`src/rtl/alu_pkg.sv`:
```
// Shared ALU package: datapath width, divider FSM states and
// the quotient value returned for a zero divisor.
package alu_pkg;

    localparam int ALU_WIDTH = 32;

    typedef enum logic [1:0] {
        ST_IDLE = 2'd0,
        ST_CALC = 2'd1,
        ST_DONE = 2'd2
    } div_state_t;

    localparam logic [ALU_WIDTH-1:0] DZ_QUOT = '1;

endpackage

```
`src/rtl/divmod32_step.sv`:
```
// One restoring shift-subtract iteration (combinational).
// In: partial_rem, dividend_msb, divisor. Out: next_rem, q_bit.
module divmod32_step #(
    parameter int WIDTH = 32
) (
    input  logic [WIDTH-1:0] partial_rem,
    input  logic             dividend_msb,
    input  logic [WIDTH-1:0] divisor,
    output logic [WIDTH-1:0] next_rem,
    output logic             q_bit
);

    logic [WIDTH:0] trial;

    // The extra top bit keeps the compare exact when the
    // shifted remainder no longer fits in WIDTH bits.
    assign trial = {partial_rem, dividend_msb};
    assign q_bit = (trial >= {1'b0, divisor});

    // A successful subtract leaves a value below divisor, so
    // the low WIDTH bits of the difference are exact.
    assign next_rem = q_bit ? (trial[WIDTH-1:0] - divisor)
                            : trial[WIDTH-1:0];

endmodule

```
`src/rtl/divmod32_seq.sv`:
```
// Sequential unsigned divider, WIDTH-cycle restoring algorithm.
// In: clk, reset, start, a, b. Out: busy, done, quotient, remainder, div_zero.
module divmod32_seq
    import alu_pkg::*;
#(
    parameter int WIDTH = ALU_WIDTH,
    parameter int CNT_W = 6
) (
    input  logic             clk,
    input  logic             reset,
    input  logic             start,
    input  logic [WIDTH-1:0] a,
    input  logic [WIDTH-1:0] b,
    output logic             busy,
    output logic             done,
    output logic [WIDTH-1:0] quotient,
    output logic [WIDTH-1:0] remainder,
    output logic             div_zero
);

    div_state_t       state;
    div_state_t       nstate;
    logic [WIDTH-1:0] dvd;
    logic [WIDTH-1:0] dvs;
    logic [WIDTH-1:0] rem;
    logic [CNT_W-1:0] cnt;
    logic [WIDTH-1:0] next_rem;
    logic             q_bit;
    logic             last;
    logic             b_zero;

    assign last   = (cnt == CNT_W'(WIDTH - 1));
    assign b_zero = (b == '0);

    divmod32_step #(
        .WIDTH(WIDTH)
    ) u_step (
        .partial_rem (rem),
        .dividend_msb(dvd[WIDTH-1]),
        .divisor     (dvs),
        .next_rem    (next_rem),
        .q_bit       (q_bit)
    );

    always_ff @(posedge clk or posedge reset) begin
        if (reset) begin
            state <= ST_IDLE;
        end else begin
            state <= nstate;
        end
    end

    always_comb begin
        nstate = state;
        busy   = 1'b0;
        done   = 1'b0;
        unique case (state)
            ST_IDLE: begin
                if (start) begin
                    nstate = b_zero ? ST_DONE : ST_CALC;
                end
            end
            ST_CALC: begin
                busy = 1'b1;
                if (last) begin
                    nstate = ST_DONE;
                end
            end
            ST_DONE: begin
                busy   = 1'b1;
                done   = 1'b1;
                nstate = ST_IDLE;
            end
            default: nstate = ST_IDLE;
        endcase
    end

    // Quotient bits shift into the dividend register from the
    // bottom, so after WIDTH steps it holds the full quotient.
    always_ff @(posedge clk or posedge reset) begin
        if (reset) begin
            dvd       <= '0;
            dvs       <= '0;
            rem       <= '0;
            cnt       <= '0;
            quotient  <= '0;
            remainder <= '0;
            div_zero  <= 1'b0;
        end else begin
            unique case (state)
                ST_IDLE: begin
                    if (start) begin
                        dvd <= a;
                        dvs <= b;
                        rem <= '0;
                        cnt <= '0;
                        if (b_zero) begin
                            quotient  <= '1;
                            remainder <= a;
                            div_zero  <= 1'b1;
                        end
                    end
                end
                ST_CALC: begin
                    dvd <= {dvd[WIDTH-2:0], q_bit};
                    rem <= next_rem;
                    cnt <= cnt + CNT_W'(1);
                    if (last) begin
                        quotient  <= {dvd[WIDTH-2:0], q_bit};
                        remainder <= next_rem;
                        div_zero  <= 1'b0;
                    end
                end
                default: begin
                end
            endcase
        end
    end

endmodule

```
`config.mk`:
```
export PLATFORM = sky130hd
export DESIGN_NAME = divmod32_seq
export DESIGN_NICKNAME = d
export VERILOG_FILES = /design/src/rtl/alu_pkg.sv /design/src/rtl/divmod32_step.sv /design/src/rtl/divmod32_seq.sv
export SDC_FILE = /design/constraint.sdc
export NUM_CORES = 1
export LEC_CHECK = 0
export BUFFER_PORTS_ARGS = -buffer_cell sky130_fd_sc_hd__buf_2
export CAP_MARGIN = 10
export CORE_AREA = 8 8 203 108
export CTS_CLUSTER_DIAMETER = 120
export DETAILED_ROUTE_END_ITERATION = 10
export DIE_AREA = 0 0 211 116
export GPL_TIMING_DRIVEN = 0
export PLACE_DENSITY_LB_ADDON = 0.25
export SYNTH_ARGS = -nofsm -noshare
export SYNTH_HDL_FRONTEND = slang
export SYNTH_SLANG_ARGS = --single-unit
```
`constraint.sdc`:
```
create_clock -name clk -period 6.2 [get_ports clk]
set_clock_uncertainty 0.15 [all_clocks]
set_input_delay 0.31 -clock clk [delete_from_list [all_inputs] [get_ports clk]]
set_output_delay 0.31 -clock clk [all_outputs]
set_load 0.005 [all_outputs]
```
# Word-level counts from Yosys, hierarchy flattened
# Index checks and enable logic that the tools add are counted.
[op_classes]
n_addsub = 2
magnitude_cmp = 1
n_eq_ne = 6
n_mux = 25
n_reduce_logical = 8
[op_table]
columns = ["cell", "count"]
rows = [
  ["32-bit two-way mux", 9],
  ["32-bit one-hot mux with 2 select lines", 4],
  ["33-bit by 32-bit >= comparator with 1-bit output", 1],
  ["32-bit zero test", 1],
  ["32-bit subtractor", 1],
  ["6-bit one-hot mux with 2 select lines", 1],
  ["6-bit by 1-bit adder with 6-bit output, second input constant", 1],
  ["6-bit by 5-bit equality test with 1-bit output, second input constant", 1],
  ["2-bit two-way mux", 3],
  ["6-bit two-way mux", 1],
  ["2-bit != test, second input constant", 3],
  ["2-bit AND reduction", 3],
  ["1-bit two-way mux", 5],
  ["2-bit one-hot mux with 2 select lines", 1],
  ["4-bit AND reduction", 1],
  ["2-bit by 1-bit equality test with 1-bit output, second input constant", 1],
  ["2-bit equality test, second input constant", 1],
  ["2-bit zero test", 1],
  ["1-bit one-hot mux with 2 select lines", 1],
  ["2-bit nonzero test", 1],
  ["2-bit OR reduction", 1],
]
[totals]
regBits = 169
input_bits = 67
output_inout_bits = 67
word_cells = 50

# Longest topological paths before layout
[depth]
word_depth = 4
ltp_mapped = 13
depth_no_buf = 13

# Modules after synthesis
# A second synthesis with hierarchy kept.
[unflattened]
hier_cells = 914
area_unflattened_um2 = 9628.0
[modules_own_cells]
columns = ["mod", "instances", "cells_each", "area_each_um2", "seq_area_each_um2"]
rows = [
  ["divmod32_seq", 1, 591, 7297.0, 4229.1],
  ["divmod32_step", 1, 323, 2331.0, 0.0],
]

# Worst setup path before layout
# OpenSTA, ideal clock, no wires.
[synth_path]
kind = "register -> register"
start = "register dvd[31]"
end = "register remainder[30]"
setup_time_ps = 72
arrival_time_ps = 2715
required_ps = 5978
path_slack_ps = 3264
stages_incl_launch_ff = 14
n_path_buf = 0
period_less_slack_ps = 2936
path_cell_list = "dfrtp_1 inv_1 ha_1 inv_1 fa_1 a211oi_1 o21bai_1 a21oi_1 o21ai_1 a41oi_1 o31a_1 a21oi_1 mux2_4 nor2_1"
[synth_via]
elab_chain_cells = 4
elab_cells_between_ends = 5
classes_between = "1 x add/sub; 1 x order compare; 3 x mux"
[synth_rtl]
columns = ["item", "line", "source"]
rows = [
  ["from (decl)", "divmod32_seq.sv:23", "logic [WIDTH-1:0] dvd;"],
  ["from (signal assigned)", "divmod32_seq.sv:105", "dvd <= {dvd[WIDTH-2:0], q_bit};"],
  ["32-bit subtractor / 33-bit by 32-bit >= comparator with 1-bit output (equally long branches)", "divmod32_step.sv:22, divmod32_step.sv:18", ""],
  ["32-bit two-way mux (*)", "divmod32_step.sv:22", "assign next_rem = q_bit ? (trial[WIDTH-1:0] - divisor)"],
  ["32-bit two-way mux (*)", "divmod32_seq.sv:108", "if (last) begin"],
  ["32-bit one-hot mux with 2 select lines (*)", "divmod32_seq.sv:90", "unique case (state)"],
  ["to (signal assigned)", "divmod32_seq.sv:110", "remainder <= next_rem;"],
  ["to (decl)", "divmod32_seq.sv:17", "output logic [WIDTH-1:0] remainder,"],
]
# Every way passes the cells marked *; elsewhere a longest branch is shown, timed or not. The select of a mux whose other input is x is not followed.
# A chain may end at the register's enable or synchronous reset.

# Worst setup path after layout
# Ends and elaborated chain as after synthesis.

==> reports/qor.yml <==
remaining_drc_errors: 0
hold_class: "in -> reg"
grt_usage: 0.247
async_flop_share: 1.00
rows: 36
gr-total-overflow: 0
final_hold_viol_count: 0
die-area_mm2: 0.0245
r2r-end: "remainder[30]"
final_common_cell: "dfrtp_1"
rsz0062_at_grt: "false"
finalCritPeriodShare: 0.620
gp_congestion: 0.948
synthFlopType: "dfrtp_1"
tightestPinTransition_ns: 0.818
finalWirelength_mm: 29.8
slew_violations: 0
grt_max_degree: 130
max_freq_ghz: 0.260
holdPathEnd: "remainder[13]"
finalCriticalPeriod_ns: 3.84
synth_fp_nets: 1064
antenna_found_initial: 0
path_class: "reg -> reg"
design_area_mm2: 0.0114
htree_levels: 4
io_buffers: 133
timing.rr.start: "dvd[31]"
post_drt_wl_per_cell_um: 20.9
dp_hpwl_mm: 23.0
cp_data_arrival_time_ns: 4.06
cp.required_ns: 6.41
netlist_instances: 960
vias: 8413
synth_area_per_cell_um2: 9.78
start_util: 0.493
drive_gt1_frac: 0.211
synthToLayoutAreaGrowth_pct: 21.2
path_clk_slew_ns: 0.07
grt_pass1_wl_mm: 46.9
total_power_mw: 6.14
die_w_um: 211
mappedNetlistArea_mm2: 0.00939
start_kind: "register"
cts_inserted_buffers: 17
ir_drop_v: 0.000317
ios: 134
cts_tree: "built"
die_y_um: 116
ys_warn_count: 0
ant_nets: 0
grt_pass1_vias: 8227
synth-edff-count: 0
clock_latency_ns: 0.43
worst-r2r-setup-slack_ns: 2.36
final_cells: 1424
maxCapViolCount: 0
clockBufferDepth: 2
synth.distinct_cells: 72
core_mm2: 0.0191
setup_violations: 0
final_core_util: 0.597
worstPathMaxFanout: 3
antenna_cells: 0
root_buffer: "clkbuf_16"
cts_resized: 0
drtIter0Drc: 716
placed_area_mm2: 0.0104
firstDrtPassIters: 6
powerDensity_mw_per_mm2: 539
status: "finished clean"
viasPerCell: 5.91
final_cell_mix: "dfrtp_1 (169), buf_2 (139), nand2_1 (103)"
rr_worst_depth: 13
maxSlewHeadroom: 0.455
whs_path_depth: 3
dpl.cell_count: 1360
leakage_nw: 5.12
min-delay-start: "a[13]"
ys_seq_area_frac: 0.450
cts_sinks: 169
end_kind: "register"
nets: 1249
synth-seq-cells: 169
[synthesized netlist by cell type, types with 4 or more instances]
library cell / n / share of area
a211oi_2: 8 / 0.011
nand2b_1: 9 / 0.0060
nand2_1: 103 / 0.041
inv_1: 43 / 0.017
a21o_1: 17 / 0.014
mux2i_1: 41 / 0.044
o22ai_1: 7 / 0.0047
nor3_1: 10 / 0.0053
a21oi_1: 73 / 0.039
nand3_1: 17 / 0.0091
and3_1: 12 / 0.0080
o21bai_1: 4 / 0.0032
buf_2: 6 / 0.0032
o21ai_1: 29 / 0.015
dfrtp_1: 169 / 0.45
o21a_1: 6 / 0.0048
xor2_1: 12 / 0.011
o31ai_1: 4 / 0.0032
o21ai_0: 85 / 0.045
mux2_2: 33 / 0.040
a211oi_1: 5 / 0.0040
o22a_1: 37 / 0.035
and4_1: 4 / 0.0037
nor4_1: 10 / 0.0067
ha_1: 36 / 0.048
nand4_1: 6 / 0.0040
nor2_1: 38 / 0.015
clkbuf_1: 39 / 0.016
a41oi_1: 4 / 0.0037
and3_4: 4 / 0.0048
xnor2_1: 17 / 0.016
buf_1: 5 / 0.0020
a31oi_1: 9 / 0.0060
[cell families after synthesis]
kind of cell,Yosys count,synth area share
compound gates,319,0.221
simple gates,231,0.120
flops,169,0.450
buf+inv,100,0.0468
mux,75,0.0849
fa+ha+maj,37,0.0501
xor+xnor,29,0.0270
[worst max-delay path by stage]
stage             from             to  slack, ns  depth (start not counted)
2_1_floorplan    reset         cnt[0]       1.16                          1
3_3_place_gp     reset         rem[1]      -0.82                          2
3_5_place_dp   dvd[31]  remainder[30]       2.50                         13
4_1_cts        dvd[31]  remainder[30]       2.46                         13
5_1_grt        dvd[31]  remainder[30]       2.10                         13
6_report       dvd[31]  remainder[30]       2.36                         13
[sequential cells by signal, summed over array words and instances, names as in the netlist]
| signal | cells |
|---|---|
| remainder | 32 |
| dvs | 32 |
| quotient | 32 |
| dvd | 32 |
| state | 2 |
| rem | 32 |
| div_zero | 1 |
| cnt | 6 |
[area by class of cell]
| cell class | instances | area [um^2] |
|---|---|---|
| plain buffers | 57 | 278 |
| clock buffers | 18 | 439 |
| clock inverters | 14 | 195 |
| fillers | 1674 | 7670 |
| inverters | 43 | 169 |
| multi-input cells | 691 | 4720 |
| flip-flops and latches | 169 | 4230 |
| well taps | 266 | 333 |
| repair buffers | 166 | 1010 |
[critical path: stages (launching register included)]
cell and delay, ns:
dfrtp_1 0.43, inv_1 0.13, ha_1 0.20, inv_1 0.06, fa_1 0.43, a211oi_1 0.26
o21bai_1 0.19, a21oi_1 0.40, o21ai_1 0.21, a41oi_1 0.48, o31a_1 0.24, a21oi_1 0.16
mux2_4 0.32, nor2_1 0.10
[power breakdown]
| group | total [mW] | internal (mW) | switching, mW |
|---|---|---|---|
| Clock | 1.17 | 0.690 | 0.480 |
| Combinational | 3.10 | 1.17 | 1.93 |
| Sequential | 1.86 | 1.55 | 0.313 |
[repair_timing]
| action | 4_1_cts | 5_1_grt |
|---|---|---|
| buffers inserted | 0 | 0 |
| hold buffers | 32 | 0 |
| endpoints found under the hold margin | 71 | 0 |
| endpoints found under the setup margin | 0 | 0 |
[through the flow]
stage	setup slack (ns)	hold WS [ns]	TNS (ns)
6_report	2.36	0.0234	0
5_1_grt	2.10	0.0390	0
4_1_cts	2.46	0.0179	0
3_5_place_dp	2.50	0.164	0
3_3_place_gp	-0.818	0.307	-134.60
2_1_floorplan	1.16	0.300	0
[layer usage]
metal | vias up | track usage | routed length, um
li1 | 3865 | - | -
met3 | 23 | 0.0769 | 3390
met1 | 4112 | 0.374 | 14200
met4 | 0 | 0.0385 | 194
met2 | 413 | 0.340 | 12000
met5 | - | 0 | 0
No activity file was read; power rests on OpenSTA's default activity.
